==> src/rtl/aes_pkg.sv <==
// Shared types and constants for the AES block loader.
// Holds FSM encoding, key-size codes and byte lengths.
package aes_pkg;

    typedef enum logic [2:0] {
        S_IDLE,
        S_KEY,
        S_PT,
        S_START,
        S_WAIT
    } state_t;

    localparam logic [1:0] N_128 = 2'b00;
    localparam logic [1:0] N_192 = 2'b01;
    localparam logic [1:0] N_256 = 2'b10;

    localparam logic [5:0] KEY_LEN_128 = 6'd16;
    localparam logic [5:0] KEY_LEN_192 = 6'd24;
    localparam logic [5:0] KEY_LEN_256 = 6'd32;

    localparam logic [5:0] PT_LEN = 6'd16;

    // Code 11 falls back to a 128-bit key.
    function automatic logic [5:0] key_len(input logic [1:0] n);
        case (n)
            N_192:   key_len = KEY_LEN_192;
            N_256:   key_len = KEY_LEN_256;
            default: key_len = KEY_LEN_128;
        endcase
    endfunction

endpackage

==> src/rtl/aes_byte_shifter.sv <==
// Byte-addressed register: byte idx lands in the MSB-first slot.
// Clear and write may coincide; the write wins for its slot.
module aes_byte_shifter #(
    parameter int W  = 128,
    parameter int IW = 4
) (
    input  logic          clk,
    input  logic          i_rst,
    input  logic          i_clr,
    input  logic          i_we,
    input  logic [IW-1:0] i_idx,
    input  logic [7:0]    i_din,
    output logic [W-1:0]  o_q
);

    logic [W-1:0] r_q;
    logic [W-1:0] w_next;

    always_comb begin
        w_next = i_clr ? '0 : r_q;
        for (int b = 0; b < W / 8; b++) begin
            if (i_we && i_idx == IW'(b)) begin
                w_next[W-1-8*b -: 8] = i_din;
            end
        end
    end

    always_ff @(posedge clk) begin
        if (i_rst) begin
            r_q <= '0;
        end else begin
            r_q <= w_next;
        end
    end

    assign o_q = r_q;

endmodule

==> src/rtl/aes_block_loader.sv <==
// Serial byte loader assembling key and plaintext for an AES core.
// Issues a start pulse, then waits for core_done or a timeout.
module aes_block_loader
    import aes_pkg::*;
#(
    parameter int WAIT_LIMIT = 255
) (
    input  logic         clk,
    input  logic         rst,
    input  logic [1:0]   N,
    input  logic [7:0]   byte_in,
    input  logic         byte_valid,
    output logic         byte_ready,
    input  logic         core_done,
    output logic [127:0] In,
    output logic [255:0] Key,
    output logic         start,
    output logic         busy,
    output logic [7:0]   blk_cnt,
    output logic         err
);

    localparam int WW = $clog2(WAIT_LIMIT + 1);

    state_t          r_state;
    state_t          w_next;
    logic [5:0]      r_cnt;
    logic [1:0]      r_n;
    logic [7:0]      r_blk;
    logic            r_err;
    logic [WW-1:0]   r_wait;

    logic            w_xfer;
    logic            w_key_last;
    logic            w_pt_last;
    logic            w_timeout;
    logic            w_clr;
    logic            w_key_we;
    logic            w_in_we;

    assign w_xfer     = byte_valid & byte_ready;
    assign w_key_last = (r_cnt == key_len(r_n) - 6'd1);
    assign w_pt_last  = (r_cnt == PT_LEN - 6'd1);
    assign w_timeout  = ~core_done & (r_wait == WW'(WAIT_LIMIT - 1));

    always_ff @(posedge clk) begin
        if (rst) begin
            r_state <= S_IDLE;
        end else begin
            r_state <= w_next;
        end
    end

    always_comb begin
        w_next = r_state;
        case (r_state)
            S_IDLE:  if (w_xfer) w_next = S_KEY;
            S_KEY:   if (w_xfer && w_key_last) w_next = S_PT;
            S_PT:    if (w_xfer && w_pt_last) w_next = S_START;
            S_START: w_next = S_WAIT;
            S_WAIT:  if (core_done || w_timeout) w_next = S_IDLE;
            default: w_next = S_IDLE;
        endcase
    end

    always_comb begin
        byte_ready = 1'b0;
        busy       = 1'b1;
        start      = 1'b0;
        case (r_state)
            S_IDLE: begin
                byte_ready = 1'b1;
                busy       = 1'b0;
            end
            S_KEY:   byte_ready = 1'b1;
            S_PT:    byte_ready = 1'b1;
            S_START: start = 1'b1;
            default: ;
        endcase
    end

    assign w_clr    = w_xfer & (r_state == S_IDLE);
    assign w_key_we = w_xfer & (r_state == S_IDLE || r_state == S_KEY);
    assign w_in_we  = w_xfer & (r_state == S_PT);

    // r_cnt is always zero in IDLE, so the first key byte lands at slot 0.
    always_ff @(posedge clk) begin
        if (rst) begin
            r_cnt  <= '0;
            r_n    <= N_128;
            r_blk  <= '0;
            r_err  <= 1'b0;
            r_wait <= '0;
        end else begin
            case (r_state)
                S_IDLE: begin
                    if (w_xfer) begin
                        r_n   <= N;
                        r_cnt <= 6'd1;
                        r_err <= 1'b0;
                    end
                end
                S_KEY: begin
                    if (w_xfer) r_cnt <= w_key_last ? '0 : r_cnt + 6'd1;
                end
                S_PT: begin
                    if (w_xfer) r_cnt <= w_pt_last ? '0 : r_cnt + 6'd1;
                end
                S_START: begin
                    r_blk  <= r_blk + 8'd1;
                    r_wait <= '0;
                end
                S_WAIT: begin
                    if (core_done) begin
                        r_wait <= '0;
                    end else if (w_timeout) begin
                        r_wait <= '0;
                        r_err  <= 1'b1;
                    end else begin
                        r_wait <= r_wait + 1'b1;
                    end
                end
                default: ;
            endcase
        end
    end

    aes_byte_shifter #(.W(256), .IW(5)) u_key (
        .clk   (clk),
        .i_rst (rst),
        .i_clr (w_clr),
        .i_we  (w_key_we),
        .i_idx (r_cnt[4:0]),
        .i_din (byte_in),
        .o_q   (Key)
    );

    aes_byte_shifter #(.W(128), .IW(4)) u_in (
        .clk   (clk),
        .i_rst (rst),
        .i_clr (w_clr),
        .i_we  (w_in_we),
        .i_idx (r_cnt[3:0]),
        .i_din (byte_in),
        .o_q   (In)
    );

    assign blk_cnt = r_blk;
    assign err     = r_err;

endmodule

==> config.mk <==
export PLATFORM = sky130hd
export DESIGN_NAME = aes_block_loader
export DESIGN_NICKNAME = d
export VERILOG_FILES = /design/src/rtl/aes_pkg.sv /design/src/rtl/aes_byte_shifter.sv /design/src/rtl/aes_block_loader.sv
export SDC_FILE = /design/constraint.sdc
export NUM_CORES = 1
export LEC_CHECK = 0
export CORE_MARGIN = 5
export CORE_UTILIZATION = 31
export DETAILED_ROUTE_END_ITERATION = 6
export GPL_ROUTABILITY_DRIVEN = 0
export PLACE_DENSITY = 0.54
export SYNTH_ARGS = -nofsm -noshare
export SYNTH_HDL_FRONTEND = slang
export SYNTH_SLANG_ARGS = --single-unit
==> constraint.sdc <==
create_clock -name clk -period 5.4 [get_ports clk]
set_input_delay 1.08 -clock clk [delete_from_list [all_inputs] [get_ports clk]]
set_output_delay 1.08 -clock clk [all_outputs]
set_load 0.1 [all_outputs]
## Yosys cells after proc, flatten, opt, wreduce, memory -nomap -nowiden

Index checks and enable logic that the tools add are counted.
Widths: inputs -> output; s select.

- Flip-flop bits (word level): 412
- Bits of input ports: 14
- Output and inout bits: 396

- Add/sub/neg operators: 4
- Equality and inequality tests: 63
- Mux-type cells: 72
- Bitwise operators: 6
- Reductions and logical operators: 111

Operators by type and width:

| operator | count |
|---|---|
| $mux 8 | 50 |
| $mux 256 | 1 |
| $mux 128 | 1 |
| $reduce_bool 2->1 | 50 |
| $eq 5x5->1 const B | 16 |
| $logic_and 1x1->1 | 50 |
| $eq 5x4->1 const B | 8 |
| $eq 4x4->1 const B | 8 |
| $mux 6 | 5 |
| $eq 5x3->1 const B | 4 |
| $pmux 6 s3 | 1 |
| $add 8x1->8 const B | 2 |
| $eq 4x3->1 const B | 4 |
| $ne 2x2->1 const B | 8 |
| $pmux 8 s2 | 1 |
| $pmux 3 s5 | 1 |
| $mux 3 | 4 |
| $pmux 6 s2 | 1 |
| $reduce_and 4->1 | 3 |
| $eq 5x2->1 const B | 2 |
| $eq 4x2->1 const B | 2 |
| $eq 8x8->1 const B | 1 |
| $add 6x1->6 const B | 1 |
| $eq 3x2->1 const B | 2 |
| 20 further kinds | 30 |

## Depth between registers and ports, before layout

Gate-level depths: netlist (run 1).

- Depth in word-level cells: 7
- Depth in mapped cells: 9
- Gate-level depth less buffers: 7

## Hierarchy

A second synthesis (run 1) with hierarchy kept.

- Cells, all modules: 1,560
- Area total of the unflattened synthesis: 15,595.0 um2

By module, submodules not included:

| module | instances | cells an instance | area an instance (um2) | seq. area each (um2) |
|---|---|---|---|---|
| aes_byte_shifter at u_key | 1 | 924 | 9,325.2 | 5,124.9 |
| aes_byte_shifter at u_in | 1 | 461 | 4,834.6 | 2,562.5 |
| aes_block_loader | 1 | 175 | 1,435.1 | 560.5 |

## Worst setup path before layout (run 1)

No wires, ideal clock.

- Kind: register -> output
- Start point: register r_state[1]
- End point: output port byte_ready
- Data arrival time: 2,162 ps
- Data required time: 4,320 ps
- Slack: 2,158 ps
- Stages on the path, launching flop included: 3
- Cell sequence: dfxtp_1 -> buf_2 -> a21oi_1

- Word-level cells in the longest chain between the ends: 3
- Elaborated cells between the ends (all ways): 5
- Those cells by class: eq/ne: 2; mux: 1; reduce/logical: 2

RTL lines:

| what | RTL line | source |
|---|---|---|
| from (decl) | aes_block_loader.sv:25 | `state_t r_state;` |
| from (signal assigned) | aes_block_loader.sv:50 | `r_state <= w_next;` |
| $eq 3x1->1, or another cell as far along | aes_block_loader.sv:70 | `case (r_state)` |
| $reduce_or 3->1 (no source line) * | - |  |
| $mux 1 * | aes_block_loader.sv:70 |  |
| to (decl) | aes_block_loader.sv:13 | `output logic byte_ready,` |

Mark *: on every way between the ends. The rest lies on a longest branch, timed or not.

## Worst setup path in the final report (run 1)

- Start point: register r_state[1]
- End point: output port start

- Word-level cells in the longest chain between the ends: 2

RTL lines:

| what | RTL line | source |
|---|---|---|
| $eq 3x2->1 | aes_block_loader.sv:70 |  |
| $mux 1 | aes_block_loader.sv:70 |  |
| to (decl) | aes_block_loader.sv:17 | `output logic start,` |

No other way between the ends.

==> results of run 1 <==
## critical path, stage by stage (launching register included)
cell	delay (ns)
dfxtp_1	0.74
and3b_1	0.66
clkdlybuf4s50_1	1.26
## layout by cell type, fill, tap and decap left out, types with 3 or more instances in the layout
cell type,count
and2_0,40
inv_1,8
nand4_1,6
o21ai_0,7
o211ai_1,263
nand3_1,24
nor3_1,3
or3_1,4
nor2_1,135
clkbuf_16,49
a211oi_1,6
buf_2,8
and3_1,3
mux2i_1,97
nand3b_1,7
xnor2_1,3
o211ai_2,10
clkinv_4,4
nand2_1,298
clkbuf_8,10
buf_4,24
ha_1,11
nand2b_1,5
xor2_1,12
nor2_8,9
nand3_2,11
a21oi_1,299
buf_12,4
clkbuf_1,9
nor2_2,3
clkinv_2,9
and2_1,62
clkdlybuf4s50_1,398
bufinv_16,3
dfxtp_1,412
## per-layer routing
layer | vias to the layer above | wire (um)
met5 | - | 0
li1 | 7493 | -
met2 | 504 | 31200
met4 | 0 | 1840
met3 | 87 | 4340
met1 | 7723 | 28800
## power by group through the flow
| stage | Clock [mW] | Sequential, mW | Combinational [mW] |
|---|---|---|---|
| detailed placement | 0 | 3.15 | 0.620 |
| CTS | 3.38 | 3.08 | 0.621 |
| global placement | 0 | 3.15 | 0.616 |
| floorplan | 0 | 3.22 | 0.380 |
| global route | 3.50 | 3.08 | 0.656 |
| finish | 3.29 | 3.08 | 0.619 |
## sequential cells by signal (all words and copies together), names as in the netlist
name and count:
u_key.o_q 256, u_in.o_q 128, blk_cnt 8, r_wait 8, r_cnt 6, r_state 3, r_n 2, err 1
## area by class of cell
cell class | count | area, sq um | area share
Clock buffer | 68 | 1400 | 0.0600
Clock inverter | 20 | 203 | 0.00870
Inverter | 8 | 30.0 | 0.00129
Multi-Input combinational cell | 1355 | 8170 | 0.351
Sequential cell | 412 | 8250 | 0.354
Tap cell | 748 | 936 | 0.0402
Timing Repair Buffer | 435 | 4300 | 0.185
## stage by stage
stage | cells | power [mW] | setup WS [ns] | util
5_1_grt | 3046 | 7.23 | 0.914 | 0.422
6_report | 3046 | 6.99 | 1.09 | 0.422
2_1_floorplan | 1980 | 3.60 | 2.16 | -
3_3_place_gp | 2958 | 3.76 | 1.33 | 0.393
3_5_place_dp | 2958 | 3.77 | 1.29 | 0.393
4_1_cts | 3046 | 7.08 | 1.03 | 0.422
## kinds of logic after synthesis
group / after synthesis / synth area share
AO/OA/AOI/OAI: 600 / 0.220
flip-flops: 412 / 0.477
AND/OR/NAND/NOR: 632 / 0.179
XOR/XNOR: 15 / 0.00760
buffers and inverters: 213 / 0.0527
multiplexers: 97 / 0.0562
adder cells (fa/ha/maj): 11 / 0.00796
## path summary, 6_finish.rpt
path,slack (ns),end,startpoint
hold reg to reg,0.47,u_key.o_q[131],u_key.o_q[131]
hold / removal,0.47,u_key.o_q[131],u_key.o_q[131]
setup reg to reg,2.45,u_in.o_q[89],r_cnt[2]
setup / recovery,1.09,start,r_state[1]
==> metrics.csv, run 1 <==
metric;value;unit
clk_path_buf_depth;3;
crit_arrival;3.23;ns
n_antenna_cell;0;
synthDistinctLibCells;59;
post-route-drc-count;0;
async_flop_share;0;
netlist_instances;1980;
p_seq_frac;0.441;
ioPinCount;410;
dr_total_vias;15800;
min_path_type;flop to flop;
p_leak;8.17;nW
die_x;246;um
firstDrtPassIters;5;
viasPerCell;5.19;
layout-drive-gt1-share;0.0701;
layout.nets;2285;
clkPwrFrac;0.471;
busiest_layer;met2;
finalSetupViolations;0;
die_y;246;um
slew_headroom;0.114;
antenna_left;0;
period_share;0.798;
synth_commonest_cells;412 x dfxtp_1, 299 x a21oi_1, 298 x nand2_1;
clk-insertion-delay-late;0.58;ns
design_area;23300;sq um
reg2reg_depth;5;
grtUsageMet1;0.274;
drt-total-wl;66.1;mm
sw_frac_of_total;0.267;
p_int;5.12;mW
cts_num_sinks;412;
core.rowCount;86;
setup_tns;0;ns
grt_pass1_wl;97.1;mm
cts_made_buffers;48;
skew;0.0138;ns
grt_overflow;0;
track_usage;0.204;
worst_pin_slew;1.31;ns
max_freq;0.232;GHz
synth.largest_area_cell;dfxtp_1;
postPlaceCellArea;21700;sq um
netlist_area;17300;sq um
p_per_area;300;nW/um^2
grt_max_degree;179;
gr-usage-met3;0.0435;
p_switching;1.87;mW
start_kind;flop;
cts-htree-levels;2;
rsz0062_at_grt;no;
dp_hpwl;41.6;mm
antenna_found_initial;0;
wl_per_cell;21.7;um
worst_setup_path_end_kind;output port;
port_buffers;409;
max-cap-violations;0;
yosysSeqAreaShare;0.477;
synth_ff_type;dfxtp_1;
outcome;finished clean;
synth_enable_flop_cells;0;
start_util;0.313;
hold_viol;0;
hold_depth;2;
ctsResizeCount;0;
cts_setup_buffers;0;
crit_type;flop to output port;
yosys_warnings;0;
hold_ws;0.470;ns
ctsHoldBuffers;0;
n_fill_cell;5410;
syn_to_final_growth;34.7;%
synth.area.top_cells;dfxtp_1 48%, o211ai_1 11%, a21oi_1 8.7%, nand2_1 6.5%, mux2i_1 5.6%;
path_clk_slew;0.06;ns
drv_slew;0;
cts_root_buf;clkbuf_16;
synth_seq_cells;412;
combinationalPowerShare;0.089;
post-route-min-period;4.31;ns
dieArea;60600;sq um
synth.avg_cell_area;8.73;sq um
coreArea;55200;sq um
path_max_fanout;18;
ir_worst_vdd;0.000210;V
cts_tree;done;
met2_usage;0.333;
critPathRequiredTime;4.32;ns
grt_pass1_vias;14900;
drtIter0Drc;1215;
postSynthNetCount;2005;
synth_top_area_share;0.477;
yosysMostFrequentCell;dfxtp_1;
Note: power is estimated with default switching activity, not from simulation.
==> inputs of run 2 (changes only) <==
==> constraint.sdc (replaced) <==
create_clock -name clk -period 4.2 [get_ports clk]
set_input_delay 0.84 -clock clk [delete_from_list [all_inputs] [get_ports clk]]
set_output_delay 0.84 -clock clk [all_outputs]
set_load 0.1 [all_outputs]
==> metrics.csv, run 2 (synthesis results as in run 1) <==
metric;value;unit
startpoint;r_state[1];
grt_pass1_vias;15000;
ioPinCount;410;
outcome;finished clean;
largest_reg_flops;256;
hold_viol;0;
syn_to_final_growth;36.4;%
start_kind;flop;
min_path_type;flop to flop;
firstDrtPassIters;6;
post-route-drc-count;0;
max-cap-violations;0;
cts-htree-levels;2;
clk-insertion-delay-late;0.58;ns
dp_cells;2981;
antenna_found_initial;1;
dp_hpwl;43.4;mm
drv_slew;0;
n_fill_cell;5397;
final_cell_count_no_fill;3064;
layout.nets;2308;
n_antenna_cell;0;
antenna_left;0;
hold_ws;0.472;ns
path_clk_slew;0.06;ns
ir_worst_vdd;0.000288;V
period_share;0.788;
die_x;246;um
r2r-start;r_cnt[3];
post-route-min-period;3.31;ns
port_buffers;409;
rrSetupSlack;1.39;ns
grt_max_degree;118;
slew_headroom;0.239;
crit_arrival;2.47;ns
start_util;0.313;
p_leak;8.34;nW
worst_setup_path_end_kind;output port;
skew;0.0220;ns
setup_tns;0;ns
wl_per_cell;21.8;um
path_max_fanout;18;
layout-drive-gt1-share;0.0816;
cts_root_buf;clkbuf_16;
cts_num_sinks;412;
grt_overflow;0;
finalSetupViolations;0;
min-delay-start;u_key.o_q[130];
clk_path_buf_depth;3;
coreArea;55200;sq um
grt_pass1_wl;98.8;mm
dr_total_vias;15900;
cts_setup_buffers;0;
die_y;246;um
cts_made_buffers;48;
final_cell_mix;412 x dfxtp_1, 395 x clkdlybuf4s50_1, 299 x a21oi_1, 298 x nand2_1, 263 x o211ai_1;
drt-total-wl;66.9;mm
power;9.27;mW
ctsHoldBuffers;0;
finalWorstSetupSlack;0.892;ns
viasPerCell;5.19;
p_per_area;393;nW/um^2
cts_tree;done;
layout_commonest_cell;dfxtp_1;
drtIter0Drc;1354;
critPathRequiredTime;3.36;ns
rsz0062_at_grt;no;
dieArea;60600;sq um
ctsResizeCount;0;
track_usage;0.208;
worst_pin_slew;1.14;ns
crit_type;flop to output port;
core.rowCount;86;
post-place-ws;1.05;ns
max_freq;0.302;GHz
## run 2: cell type report
type                       instances  area (sq um)  share of cell area
clock buffer                      67          1450              0.0616
clock inverter                    16           249              0.0106
inverter                           8          30.0             0.00127
multi-input combinational       1355          8170               0.346
sequential                       412          8250               0.350
tap                              748           936              0.0397
timing repair buffer             458          4500               0.191
## run 2: stage by stage
stage,utilization,cell area [sq um]
2_1_floorplan,-,17300
3_3_place_gp,0.397,21900
3_5_place_dp,0.397,21900
4_1_cts,0.427,23600
5_1_grt,0.427,23600
6_report,0.427,23600
## run 2: final timing paths
path              depth (start not counted)              to
setup / recovery                          2           start
hold / removal                            2  u_key.o_q[130]
setup reg to reg                          4   u_key.o_q[49]
hold reg to reg                           2  u_key.o_q[130]
## run 2: power by group
part	switching, mW	leakage [nW]	internal, mW
Combinational	0.658	4.19	0.165
Clock	1.71	0.834	2.77
Sequential	0.0298	3.32	3.93
## run 2: critical path, stage by stage (launching register included)
cell and delay (ns):
dfxtp_1 0.81, and3b_1 0.68, buf_4 0.41
## run 2: per-layer routing
layer,routed length (um),global-route usage
met4,2250,0.0681
met3,5000,0.0500
met2,30600,0.329
met1,29000,0.282
met5,0,0
